$ cat config.mk
export PLATFORM = sky130hd
export DESIGN_NAME = pi_lane_scheduler
export DESIGN_NICKNAME = d
export VERILOG_FILES = /design/src/rtl/pi_lane_scheduler.sv
export SDC_FILE = /design/constraint.sdc
export NUM_CORES = 1
export LEC_CHECK = 0
export CORE_AREA = 2 2 335 337
export CTS_CLUSTER_DIAMETER = 120
export CTS_CLUSTER_SIZE = 16
export DETAILED_ROUTE_END_ITERATION = 10
export DIE_AREA = 0 0 337 339
export DONT_BUFFER_PORTS = 1
export SETUP_SLACK_MARGIN = 0.02
export SLEW_MARGIN = 20
export SYNTH_ARGS = -nofsm -noshare
export SYNTH_HDL_FRONTEND = slang
export SYNTH_SLANG_ARGS = --single-unit
$ cat constraint.sdc
create_clock -name clk -period 7.85 [get_ports clk]
set_clock_uncertainty 0.05 [all_clocks]
set_input_delay 0.3925 -clock clk [delete_from_list [all_inputs] [get_ports clk]]
set_output_delay 0.3925 -clock clk [all_outputs]
set_load 0.1 [all_outputs]
$ cat src/rtl/pi_lane_scheduler.sv
// pi_lane_scheduler: runs enabled PI lanes in ascending order over one shared operand bus per time step
module pi_lane_scheduler #(
  parameter int N_CH    = 4,
  parameter int W       = 64,
  parameter int LEAD    = 15,
  parameter int TIMEOUT = 63
) (
  input  logic              clk,
  input  logic              rst,
  input  logic              step_sta,
  input  logic [N_CH-1:0]   ch_req,
  input  logic [N_CH*W-1:0] x_in,
  output logic [W-1:0]      x_out,
  output logic [N_CH-1:0]   read_x,
  output logic [N_CH-1:0]   sta_out,
  input  logic [N_CH-1:0]   done_in,
  input  logic [N_CH*W-1:0] y_in,
  output logic [N_CH*W-1:0] y_out,
  output logic [N_CH-1:0]   y_valid,
  output logic              busy,
  output logic              step_done,
  output logic [N_CH-1:0]   timeout_err,
  output logic              overrun
);
  localparam int CW = N_CH > 1 ? $clog2(N_CH) : 1;
  localparam int MX = LEAD > TIMEOUT ? LEAD : TIMEOUT;
  localparam int NW = $clog2(MX + 1);
  typedef enum logic [2:0] {
    S_IDLE, S_SELECT, S_LOAD, S_LEAD, S_FIRE, S_WAIT, S_CAPTURE, S_FINISH
  } state_t;
  state_t state, state_n;
  logic [N_CH-1:0] pending;
  logic [CW-1:0]   cur, sel;
  logic [NW-1:0]   cnt;
  assign busy = !rst && state != S_IDLE;
  // lowest pending lane wins so lanes are served in ascending order
  always_comb begin
    sel = '0;
    for (int i = N_CH - 1; i >= 0; i--) if (pending[i]) sel = CW'(i);
  end
  // state register
  always_ff @(posedge clk) state <= rst ? S_IDLE : state_n;
  // next state and one-cycle strobes; strobes are forced low during reset
  always_comb begin
    state_n   = state;
    read_x    = '0;
    sta_out   = '0;
    step_done = 1'b0;
    if (!rst)
      case (state)
        S_IDLE:    state_n = step_sta ? S_SELECT : S_IDLE;
        S_SELECT:  state_n = pending == '0 ? S_FINISH : S_LOAD;
        S_LOAD:    begin read_x[cur] = 1'b1; state_n = S_LEAD; end
        S_LEAD:    state_n = cnt == NW'(LEAD - 1) ? S_FIRE : S_LEAD;
        S_FIRE:    begin sta_out[cur] = 1'b1; state_n = S_WAIT; end
        S_WAIT:    state_n = done_in[cur] ? S_CAPTURE : cnt == NW'(TIMEOUT) ? S_SELECT : S_WAIT;
        S_CAPTURE: state_n = S_SELECT;
        S_FINISH:  begin step_done = 1'b1; state_n = S_IDLE; end
      endcase
  end
  // lane bookkeeping, operand bus, result bank and sticky error flags
  always_ff @(posedge clk) begin
    if (rst) begin
      pending     <= '0;
      cur         <= '0;
      cnt         <= '0;
      x_out       <= '0;
      y_out       <= '0;
      y_valid     <= '0;
      timeout_err <= '0;
      overrun     <= 1'b0;
    end else begin
      if (step_sta && state != S_IDLE) overrun <= 1'b1;
      case (state)
        S_IDLE: if (step_sta) begin
          pending <= ch_req;
          y_valid <= '0;
        end
        S_SELECT: if (pending != '0) begin
          cur   <= sel;
          x_out <= x_in[sel*W +: W];
        end
        S_LOAD: cnt <= NW'(1);
        S_LEAD: cnt <= cnt + 1'b1;
        S_FIRE: cnt <= '0;
        S_WAIT: if (!done_in[cur]) begin
          if (cnt == NW'(TIMEOUT)) begin
            timeout_err[cur] <= 1'b1;
            pending[cur]     <= 1'b0;
          end else cnt <= cnt + 1'b1;
        end
        S_CAPTURE: begin
          y_out[cur*W +: W] <= y_in[cur*W +: W];
          y_valid[cur]      <= 1'b1;
          pending[cur]      <= 1'b0;
        end
        default: ;
      endcase
    end
  end
endmodule

==> results by group <==
Clock network
  • Clk root buf: clkbuf_16
  • # H-tree levels: 1
  • Clock buffer depth: 3
  • CTS sink count: roughly 340
  • CTS Buf Count: 30
  • Worst-Skew Late Latency: around 630 ps
  • Clock-pin slew on the worst setup and hold paths: 90 ps
  • CTS tree: yes
  • # Post-CTS Setup Buffers: 0

Job
  • Max cap viols: 0

GRT
  • Routing usage on met2: between 20% and 30%
  • First-pass GRT wire length: between 100 and 150 mm
  • Number of global-route vias before repair: around 12,000
  • Total track usage: roughly 14%
  • Top Usage Layer GRT: met2
  • Initial antenna violation count: slightly below 80
  • Largest net degree at the start of global routing: 266
  • GR Overflow Total: 0
  • M3 GR Usage: around 4.2%
  • Grt met1 use: 16.7%

Synth
  • Synthesized instance count: around 1,300
  • Cell Area, Synth: roughly 15,000 sq um
  • Sequential area share after synthesis: 46.3%
  • Ys async rst share: 0%
  • Synth Area per Inst: roughly 11 sq um
  • Distinct cells, synth: 47
  • Synth warn: 0
  • Synth Register Bits: 344
  • Synth Flop Type: dfxtp_1
  • Post-synth EDFFs: 0
  • Syn nets: around 1,900

Run status
  • Status: finished, final reports clean

Route
  • Post-route ant nets: 0
  • Final wirelength: about 90 mm
  • Wirelength per Cell: 30.4 microns
  • Routed vias/inst: between 4 and 5
  • Detailed Routing Iterations Pass 1: 6
  • DRC: 0
  • Via count: 12,691
  • Starting DRT DRC Count: 1,357

Timing
  • Worst-margin pin slew: roughly 1200 ps
  • Final Hold Vio Count: 0
  • Relative slew slack: about 18%
  • Final period util: 45.7%
  • Max Freq: between 0.2 and 0.3 GHz
  • RSZ-0062 raised after global routing: no
  • Max Slew Vio Count: 0
  • Tmin final: between 3000 and 4000 ps
  • Final setup TNS: 0 ps
  • Final setup viols: 0

Critical path
  • WS Path Type: flip-flop to output port
  • Delay of the slowest critical-path stage: around 850 ps
  • Crit-path slowest cell: and2_1
  • Startpoint types: flip-flop
  • Worst-path fanout max: 68
  • Setup crit end kind: output port
  • Worst-path cell chain: buf_4 -> ha_1 -> and2_1
  • Worst Path Arrival: 3150 ps
  • Critical Path RT: between 7000 and 8000 ps

Die
  • Die X: approximately 340 microns
  • Die ar.: 114,000 sq um
  • DIE HEIGHT: 339 microns
  • Initial Utilization: about 13%
  • Row Count: around 120
  • I/O pins: between 800 and 900
  • Core area: about 110,000 sq um

Place
  • Post-placement cell area: around 17,000 sq um
  • HPWL after detailed placement: approximately 66 mm
  • Port-buffer cells: 0
  • Routability cong.: about 0.96

Layout
  • Most common cell after layout, fill and taps aside: dfxtp_1
  • Nets: 1,879
  • Post-Layout Inst Area: between 15,000 and 20,000 sq um
  • Fillcell total: between 10,000 and 15,000
  • Share of layout cells above drive strength 1: 17.9%
  • Most frequent cells in the layout: dfxtp_1, nor2_1, a22oi_1, mux4_2, a22o_1
  • Synthesis-to-finish area growth: 22.5%

Worst hold path
  • HP Class: input pin to flip-flop

Power and ir drop
  • Pwr Density: 250 nW/um^2
  • LEAKAGE: roughly 5.7 nW
  • VDD IR-drop max: between 0.0001 and 0.00015 V
  • Pwr Total: around 4.5 mW
metrics by stage:
stage / worst slack (ps) / cells / utilization [%] / hold WS (ps)
2_1_floorplan: 5070 / 1346 / - / 418
3_3_place_gp: 4770 / 2743 / 15.0 / 433
3_5_place_dp: 4720 / 2743 / 15.0 / 444
4_1_cts: 4180 / 2840 / 16.3 / 0.315
5_1_grt: 4050 / 2869 / 16.5 / 22.1
6_report: 4260 / 2882 / 16.5 / 61.6
Yosys cell counts (5+ instances only):
cell / count / area, sq um
dfxtp_1: 344 / 6890
clkbuf_1: 88 / 330
buf_2: 39 / 195
a311oi_1: 5 / 43.8
buf_1: 12 / 45.0
ha_1: 13 / 163
and2_1: 11 / 68.8
a22o_1: 64 / 561
inv_1: 9 / 33.8
nor3_1: 12 / 60.1
mux4_2: 129 / 2910
a21oi_1: 15 / 75.1
nand3_1: 7 / 35.0
nor2_1: 269 / 1010
nand2_1: 14 / 52.6
a22oi_1: 257 / 1930
final timing paths:
check / start / to / slack (ps) / cells past startpoint
min: rst / y_out[22] / 60 / 2
max reg2reg: pending[3] / x_out[33] / 4300 / 6
max: cur[1] / sta_out[3] / 4260 / 3
min reg2reg: cnt[1] / cnt[1] / 460 / 2
flip-flops by register name (all words and copies together), names as in the netlist:
register     count
cur              2
y_valid          4
state            3
pending          4
x_out           64
overrun          1
timeout_err      4
y_out          256
cnt              6
kinds of logic (layout without fill, tap and decap cells):
group	after synthesis	after routing	share of synthesized area, %
AO/OA/AOI/OAI	370	370	19.2
XOR/XNOR	1	1	0.0589
adder cells (fa/ha/maj)	13	13	1.09
buffers and inverters	149	158	4.10
flip-flops	344	344	46.3
multiplexers	131	131	19.7
other	0	39	0
AND/OR/NAND/NOR	338	338	9.58
routing by layer:
layer / share of wire [%] / up-vias
met5: 0.26 / -
met4: 6.3 / 32
met3: 9.9 / 225
met1: 38 / 6327
met2: 46 / 939
li1: - / 5168
area by class of cell:
cell class	instances	area, sq um	area share (%)
multi-input cells	853	7420	40.8
inverters	9	33.8	0.186
repair buffers	105	995	5.46
flip-flops and latches	344	6900	37.9
diodes	39	97.6	0.536
clock inverters	11	119	0.653
clock buffers	33	782	4.29
well taps	1488	1860	10.2
what timing repair did:
item,CTS,global route
hold buffers,53,1
gates resized for setup,0,0
endpoints found under the hold margin,287,11
worst max-delay path: cells and delay by family (launching register included):
kind	cells	cell delay, ps
adders and majority gates	1	570
buffers and inverters	1	680
DFF	1	370
and+or+nand+nor	1	850
report_power, final:
group	internal, mW	total [mW]	switching [mW]
clock network	0.727	1.52	0.792
registers	1.79	2.10	0.309
logic	0.371	0.923	0.552
No activity file was read; power rests on OpenSTA's default activity.
